`config.mk`:
```
export PLATFORM = sky130hd
export DESIGN_NAME = uart_tx_sched
export DESIGN_NICKNAME = d
export VERILOG_FILES = /design/src/rtl/uart_pkg.sv /design/src/rtl/rr_arbiter.sv /design/src/rtl/uart_tx_sched.sv
export SDC_FILE = /design/constraint.sdc
export NUM_CORES = 1
export LEC_CHECK = 0
export ABC_AREA = 0
export BUFFER_PORTS_ARGS = -buffer_cell sky130_fd_sc_hd__buf_2
export CAP_MARGIN = 20
export CORE_MARGIN = 3
export CORE_UTILIZATION = 45
export DETAILED_ROUTE_END_ITERATION = 7
export GPL_ROUTABILITY_DRIVEN = 1
export PLACE_DENSITY = 0.76
export SLEW_MARGIN = 20
export SYNTH_ARGS = -nofsm -noshare
export SYNTH_HDL_FRONTEND = slang
export SYNTH_HIERARCHICAL = 1
export SYNTH_SLANG_ARGS = --single-unit
```
`constraint.sdc`:
```
create_clock -name clk -period 2.2 [get_ports clk]
set_clock_uncertainty 0.15 [all_clocks]
set_input_delay 0.33 -clock clk [delete_from_list [all_inputs] [get_ports clk]]
set_output_delay 0.33 -clock clk [all_outputs]
set_load 0.1 [all_outputs]
```
`src/rtl/uart_pkg.sv`:
```
// Shared types and constants for the UART transmit scheduler.
package uart_pkg;

    typedef enum logic [1:0] {
        IDLE,
        TAG,
        DATA
    } sched_state_t;

    localparam logic [7:0] UART_TAG_BASE = 8'hF0;

endpackage

```
`src/rtl/rr_arbiter.sv`:
```
// Combinational round-robin pick: first requester after i_last, wrapping mod N.
module rr_arbiter #(
    parameter int unsigned N   = 4,
    localparam int unsigned IDW = $clog2(N)
) (
    input  logic [N-1:0]   i_req,
    input  logic [IDW-1:0] i_last,
    output logic [IDW-1:0] o_gnt_id,
    output logic           o_any
);

    logic [IDW:0] w_sum;

    assign o_any = |i_req;

    // Walk offsets from far to near so the nearest requester after i_last wins.
    always_comb begin
        o_gnt_id = '0;
        w_sum    = '0;
        for (int k = int'(N); k >= 1; k--) begin
            w_sum = {1'b0, i_last} + (IDW + 1)'(k);
            if (w_sum >= (IDW + 1)'(N)) begin
                w_sum = w_sum - (IDW + 1)'(N);
            end
            if (i_req[w_sum[IDW-1:0]]) begin
                o_gnt_id = w_sum[IDW-1:0];
            end
        end
    end

endmodule

```
`src/rtl/uart_tx_sched.sv`:
```
// Round-robin scheduler sharing one UART byte transmitter between NREQ byte streams,
// optionally prefixing each message with a channel tag byte.
module uart_tx_sched
    import uart_pkg::*;
#(
    parameter int unsigned NREQ     = 4,
    parameter bit          EMIT_TAG = 1'b1,
    parameter logic [7:0]  TAG_BASE = UART_TAG_BASE,
    localparam int unsigned IDW     = $clog2(NREQ)
) (
    input  logic              clk,
    input  logic              rst,
    input  logic [NREQ*8-1:0] s_tdata,
    input  logic [NREQ-1:0]   s_tvalid,
    input  logic [NREQ-1:0]   s_tlast,
    output logic [NREQ-1:0]   s_tready,
    output logic [7:0]        m_tdata,
    output logic              m_tvalid,
    input  logic              m_tready,
    output logic              busy,
    output logic [IDW-1:0]    grant_id
);

    sched_state_t   r_state, w_state_d;
    logic [IDW-1:0] r_grant, w_grant_d;
    logic [IDW-1:0] r_last_grant, w_last_grant_d;
    logic [7:0]     r_mdata, w_load_data;
    logic           r_mvalid;
    logic           w_load;
    logic           w_can_load;
    logic [IDW-1:0] w_arb_id;
    logic           w_arb_any;
    logic           w_g_valid;
    logic           w_g_last;
    logic [7:0]     w_g_data;

    rr_arbiter #(
        .N (NREQ)
    ) u_arb (
        .i_req    (s_tvalid),
        .i_last   (r_last_grant),
        .o_gnt_id (w_arb_id),
        .o_any    (w_arb_any)
    );

    assign w_can_load = !r_mvalid || m_tready;
    assign w_g_valid  = s_tvalid[r_grant];
    assign w_g_last   = s_tlast[r_grant];
    assign w_g_data   = s_tdata[{r_grant, 3'b000} +: 8];

    assign s_tready = (r_state == DATA && w_can_load) ? (NREQ'(1) << r_grant) : '0;
    assign m_tdata  = r_mdata;
    assign m_tvalid = r_mvalid;
    assign busy     = (r_state != IDLE) || r_mvalid;
    assign grant_id = r_grant;

    always_comb begin
        w_state_d      = r_state;
        w_grant_d      = r_grant;
        w_last_grant_d = r_last_grant;
        w_load         = 1'b0;
        w_load_data    = r_mdata;
        unique case (r_state)
            IDLE: begin
                if (w_arb_any) begin
                    w_grant_d = w_arb_id;
                    w_state_d = EMIT_TAG ? TAG : DATA;
                end
            end
            TAG: begin
                if (w_can_load) begin
                    w_load      = 1'b1;
                    w_load_data = TAG_BASE | 8'(r_grant);
                    w_state_d   = DATA;
                end
            end
            DATA: begin
                if (w_g_valid && w_can_load) begin
                    w_load      = 1'b1;
                    w_load_data = w_g_data;
                    if (w_g_last) begin
                        w_last_grant_d = r_grant;
                        w_state_d      = IDLE;
                    end
                end
            end
            default: w_state_d = IDLE;
        endcase
    end

    always_ff @(posedge clk) begin
        if (rst) begin
            r_state      <= IDLE;
            r_grant      <= '0;
            r_last_grant <= IDW'(NREQ - 1);
            r_mdata      <= 8'h00;
            r_mvalid     <= 1'b0;
        end else begin
            r_state      <= w_state_d;
            r_grant      <= w_grant_d;
            r_last_grant <= w_last_grant_d;
            if (w_load) begin
                r_mdata  <= w_load_data;
                r_mvalid <= 1'b1;
            end else if (m_tready) begin
                r_mvalid <= 1'b0;
            end
        end
    end

endmodule

```
==> impl_metrics.env, run 1 <==
export IMPL_status="completed"
export IMPL_fmax_mhz=480.5
export IMPL_num_rows=17
export IMPL_grt_antenna_before_repair=0
export IMPL_track_usage=0.2007
export IMPL_finalSetupTns_ns=0
export IMPL_synth_async_reset_ratio=0
export IMPL_ant_nets=0
export IMPL_ys_seq_area_frac=0.2597
export IMPL_powerDensity_nw_per_um2=825.7
export IMPL_wire_per_inst_um=14.78
export IMPL_clockBufferDepth=2
export IMPL_drc_errors=0
export IMPL_grt_pass1_wl_um=5140
export IMPL_slew_headroom=0.6413
export IMPL_vias_per_cell=5.636
export IMPL_initial_core_util=0.4987
export IMPL_core_area_um2=2318
export IMPL_cellLeakagePower_nw=0.7170
export IMPL_crit_path_start_kind="flip-flop"
export IMPL_clk_latency_ns=0.29
export IMPL_syn_nets=168
export IMPL_cts_buffers=3
export IMPL_max_cap_violations=0
export IMPL_synth_cell_types=35
export IMPL_num_io_pins=59
export IMPL_synth_edff_count=0
export IMPL_num_vias=1161
export IMPL_dieWidth_um=56.69
export IMPL_drv_slew=0
export IMPL_wirelength_um=3045
export IMPL_firstDrtPassIters=4
export IMPL_critPathCaptureType="primary output"
export IMPL_post_place_ws_ns=0.1750
export IMPL_clkTransAtPathRegs_ns=0.08
export IMPL_gp_congestion=0.8031
export IMPL_postCtsSetupBuffers=0
export IMPL_hpwlAfterDp_um=2473
export IMPL_synthesis_area_um2=1156
export IMPL_worstPathArrival_ns=1.60
export IMPL_syn_to_final_growth_pct=38.64
export IMPL_grt_pass1_vias=1143
export IMPL_finalHoldViolations=0
export IMPL_ff2ff_path_depth=4
export IMPL_die_h_um=56.69
export IMPL_ys_flop_type="dfxtp_1"
export IMPL_tightest_slew_ns=0.5380
export IMPL_ys_ff_latch=15
export IMPL_overflow=0
export IMPL_drive_gt1_frac=0.4438
export IMPL_fin_crit_sh=0.9459
export IMPL_cts_tree="built"
export IMPL_clkSinkCount=15
export IMPL_cp_required_ns=1.72
export IMPL_fin_nets=226
export IMPL_root_buffer="clkbuf_4"
export IMPL_die_area_um2=3213
export IMPL_synth_avg_cell_area_um2=9.555
export IMPL_rsz0062_at_grt="false"
export IMPL_worstHoldPathType="input port to flip-flop"
export IMPL_drt_iter0_drc=35
export IMPL_fillers=190
export IMPL_timing_final_ws_setup_ns=0.1190
export IMPL_hold_path_depth=2
export IMPL_yosys_warnings=6
export IMPL_htree_levels=1
export IMPL_setup_viol=0
export IMPL_ctsHoldBuffers=0
export IMPL_io_buffers=58
export IMPL_diodes=0
export IMPL_power_w=0.001323
export IMPL_grt_max_degree=20
export IMPL_final_util=0.6913
export IMPL_ir_drop_v=0.0006578
export IMPL_layout_min_cycle_time_ns=2.081
export IMPL_path_max_fanout=11
export IMPL_crit_type="flip-flop to primary output"
export IMPL_synth_cells=121
[cell type report]
| type | count | area, um^2 | area share |
|---|---|---|---|
| repair buffers | 60 | 365.4 | 0.2279 |
| inverters | 7 | 26.28 | 0.01639 |
| clock buffers | 4 | 26.28 | 0.01639 |
| flip-flops and latches | 15 | 309.0 | 0.1928 |
| multi-input cells | 92 | 840.8 | 0.5246 |
| well taps | 28 | 35.03 | 0.02186 |
[what timing repair did]
item                                    in CTS  in global routing
cloned                                       0                  0
hold endpoints to repair                     0                  0
endpoints found under the setup margin       3                  2
gates resized for setup                      1                  1
pin swaps                                    0                  0
[layout by cell type (no fill, tap or decap), drive strengths merged, types with 5 or more instances in the layout]
master,instances
nand2b,5
dfxtp,15
nand3,6
mux4,9
inv,7
nand2,18
buf,60
and2,7
a21oi,7
mux2i,7
[flip-flops by register name, summed over array words and instances, names as in the netlist]
signal        flops
m_tvalid          1
r_last_grant      2
grant_id          2
m_tdata           8
r_state           2
[logic make-up after synthesis]
family / share of synthesized area
and+or+nand+nor: 0.2100
DFF: 0.2597
AOI/OAI and AO/OA: 0.1623
buffers and inverters: 0.05952
adders and majority gates: 0.04329
muxes: 0.2651
[power breakdown]
group,switching [W],internal (W),leakage [nW]
registers,0.0000448,0.000320,0.124
clock network,0.0000914,0.0000707,0.0150
logic,0.000556,0.000240,0.578
total,0.000692,0.000631,0.717
[per-stage QoR]
step	instances	hold slack, ns	area [um^2]
finish	206	0.1387	1603
floorplan	121	0.2394	1260
CTS	206	0.1367	1593
global route	206	0.1494	1603
global placement	202	0.3006	1564
detailed placement	202	0.3020	1564
[worst max-delay path, stage by stage (launching register included)]
cell,delay [ns]
dfxtp_1,0.34
inv_1,0.14
ha_4,0.23
and2_1,0.18
and3_1,0.22
buf_12,0.19
[metal layers]
layer	wire length, um	global-route usage	part of all wire
met5	0	0	0
met4	78	0.08814	0.026
met3	193	0.02759	0.063
met2	1515	0.3300	0.50
met1	1258	0.2588	0.41
[synthesized netlist by cell type (4+ instances only)]
library cell	number	area (um^2)
a21oi_1	6	30.03
and2_1	6	37.54
clkbuf_1	4	15.01
dfxtp_1	15	300.3
ha_1	4	50.05
inv_1	7	26.28
mux2i_1	7	70.07
mux4_1	6	157.7
nand2_1	18	67.56
nand2b_1	5	31.28
nand3_1	6	30.03
o21ai_0	4	20.02
o221a_1	4	45.04
[worst paths after layout]
check | from | endpoint | slack (ns)
max reg2reg | grant_id[0] | m_tdata[7] | 0.23
min | rst | grant_id[1] | 0.14
max | r_state[0] | s_tready[3] | 0.12
min reg2reg | m_tdata[1] | m_tdata[1] | 0.32
Note: power is estimated with default switching activity, not from simulation.
==> inputs of run 2 (changes only) <==
==> constraint.sdc (replaced) <==
create_clock -name clk -period 2.2 [get_ports clk]
set_clock_uncertainty 0.15 [all_clocks]
set_input_delay 0.55 -clock clk [delete_from_list [all_inputs] [get_ports clk]]
set_output_delay 0.55 -clock clk [all_outputs]
set_load 0.1 [all_outputs]
==> impl_metrics.env, run 2 (synthesis results as in run 1) <==
export IMPL_status="completed"
export IMPL_diodes=0
export IMPL_final_common_cell="buf_2"
export IMPL_r2r_slack_ns=0.24
export IMPL_path_max_fanout=5
export IMPL_crit_chain="inv_2 > ha_4 > nand2_4 > nor3b_4 > buf_12"
export IMPL_layout_min_cycle_time_ns=2.143
export IMPL_drt_iter0_drc=62
export IMPL_cellLeakagePower_nw=0.7403
export IMPL_io_buffers=58
export IMPL_max_cap_violations=0
export IMPL_largest_reg_flops=8
export IMPL_tightest_slew_ns=0.4962
export IMPL_cts_tree="built"
export IMPL_ant_nets=0
export IMPL_hp_start="m_tdata[1]"
export IMPL_num_rows=17
export IMPL_clockBufferDepth=2
export IMPL_drv_slew=0
export IMPL_core_area_um2=2318
export IMPL_powerDensity_nw_per_um2=832.7
export IMPL_hold_path_depth=2
export IMPL_clkTransAtPathRegs_ns=0.09
export IMPL_fin_nets=229
export IMPL_syn_to_final_growth_pct=42.75
export IMPL_grt_antenna_before_repair=0
export IMPL_cpPeakStageDelay_ns=0.35
export IMPL_crit_buf_inv=2
export IMPL_worstHoldPathType="flip-flop to flip-flop"
export IMPL_ir_drop_v=0.0007588
export IMPL_rsz0062_at_grt="false"
export IMPL_cp_required_ns=1.50
export IMPL_clk_latency_ns=0.28
export IMPL_dp_cells=204
export IMPL_power_w=0.001374
export IMPL_finalHoldViolations=0
export IMPL_firstDrtPassIters=4
export IMPL_wire_per_inst_um=15.70
export IMPL_hpwlAfterDp_um=2619
export IMPL_final_cell_count_no_fill=209
export IMPL_clkSinkCount=15
export IMPL_layout_common_cells="53 x buf_2, 17 x nand2_1, 11 x dfxtp_1, 7 x mux2i_1"
export IMPL_overflow=0
export IMPL_setup_viol=0
export IMPL_grt_pass1_wl_um=5361
export IMPL_crit_path_start_kind="flip-flop"
export IMPL_slew_headroom=0.6714
export IMPL_initial_core_util=0.4987
export IMPL_wirelength_um=3281
export IMPL_min_to="m_tdata[1]"
export IMPL_worstPathArrival_ns=1.44
export IMPL_track_usage=0.2048
export IMPL_critPathCaptureType="primary output"
export IMPL_die_area_um2=3213
export IMPL_drc_errors=0
export IMPL_r2r_end="m_tdata[3]"
export IMPL_ctsHoldBuffers=0
export IMPL_hold_ws_ns=0.3321
export IMPL_r2r_start="grant_id[0]"
export IMPL_fmax_mhz=466.6
export IMPL_fillers=196
export IMPL_root_buffer="clkbuf_4"
export IMPL_path_delay_family="flip-flops"
export IMPL_crit_type="flip-flop to primary output"
export IMPL_grt_pass1_vias=1201
export IMPL_dieWidth_um=56.69
export IMPL_fin_crit_sh=0.9741
export IMPL_cts_buffers=3
export IMPL_drive_gt1_frac=0.4862
export IMPL_num_vias=1222
export IMPL_ff2ff_path_depth=4
export IMPL_htree_levels=1
export IMPL_gp_congestion=0.8042
export IMPL_die_h_um=56.69
export IMPL_vias_per_cell=5.847
export IMPL_grt_max_degree=18
export IMPL_num_io_pins=59
export IMPL_cp_slowest_cell="dfxtp_2"
-- run 2: metal layers --
metal,share of wire,track usage,vias to the layer above
met5,0,0,-
met4,0.0058,0.06441,0
met3,0.063,0.02069,2
met2,0.53,0.3663,53
met1,0.41,0.2542,595
li1,-,-,572
-- run 2: worst max path at each step --
stage,endpoint,cells past startpoint,startpoint,slack (ns)
detailed placement,m_tdata[3],5,s_tvalid[3],0.008
finish,s_tready[1],5,r_state[0],0.06
global placement,m_tdata[4],5,s_tvalid[3],0.07
floorplan,s_tready[2],3,grant_id[1],-0.23
CTS,s_tready[3],5,r_state[0],0.05
global route,s_tready[1],5,r_state[0],0.002
-- run 2: tightest hold or removal path, delay by kind of cell, from the launching register on --
family | cells | cell delay, ns
flops | 1 | 0.33
mux | 1 | 0.06
simple gates | 1 | 0.06
-- run 2: cell type report --
cell class                      instances  area, um^2  area share
Tap cell                               28       35.03     0.02123
Multi-Input combinational cell         92       854.6      0.5178
Inverter                                7       26.28     0.01592
Sequential cell                        15       310.3      0.1880
Clock buffer                            4       26.28     0.01592
Timing Repair Buffer                   63       397.9      0.2411
-- run 2: stage by stage --
step | instance area (um^2) | util | setup WS (ns) | TNS [ns]
after floorplan | 1282 | - | -0.2349 | -0.5164
after global placement | 1593 | 0.6870 | 0.06668 | 0
after detailed placement | 1593 | 0.6870 | 0.008189 | 0
after CTS | 1640 | 0.7075 | 0.05067 | 0
after global routing | 1650 | 0.7118 | 0.001538 | 0
final | 1650 | 0.7118 | 0.05705 | 0
-- run 2: where the power goes --
group | internal, W | total, W | switching (W) | leakage (nW)
Clock | 0.0000705 | 0.000159 | 0.0000882 | 0.0150
Combinational | 0.000273 | 0.000845 | 0.000572 | 0.601
Sequential | 0.000321 | 0.000370 | 0.0000490 | 0.124
Total | 0.000665 | 0.00137 | 0.000710 | 0.740
-- run 2: what timing repair did --
action / CTS / global route
hold endpoints to repair: 0 / 0
endpoints found under the setup margin: 5 / 3
gates resized for setup: 3 / 3
setup buffers: 1 / 0
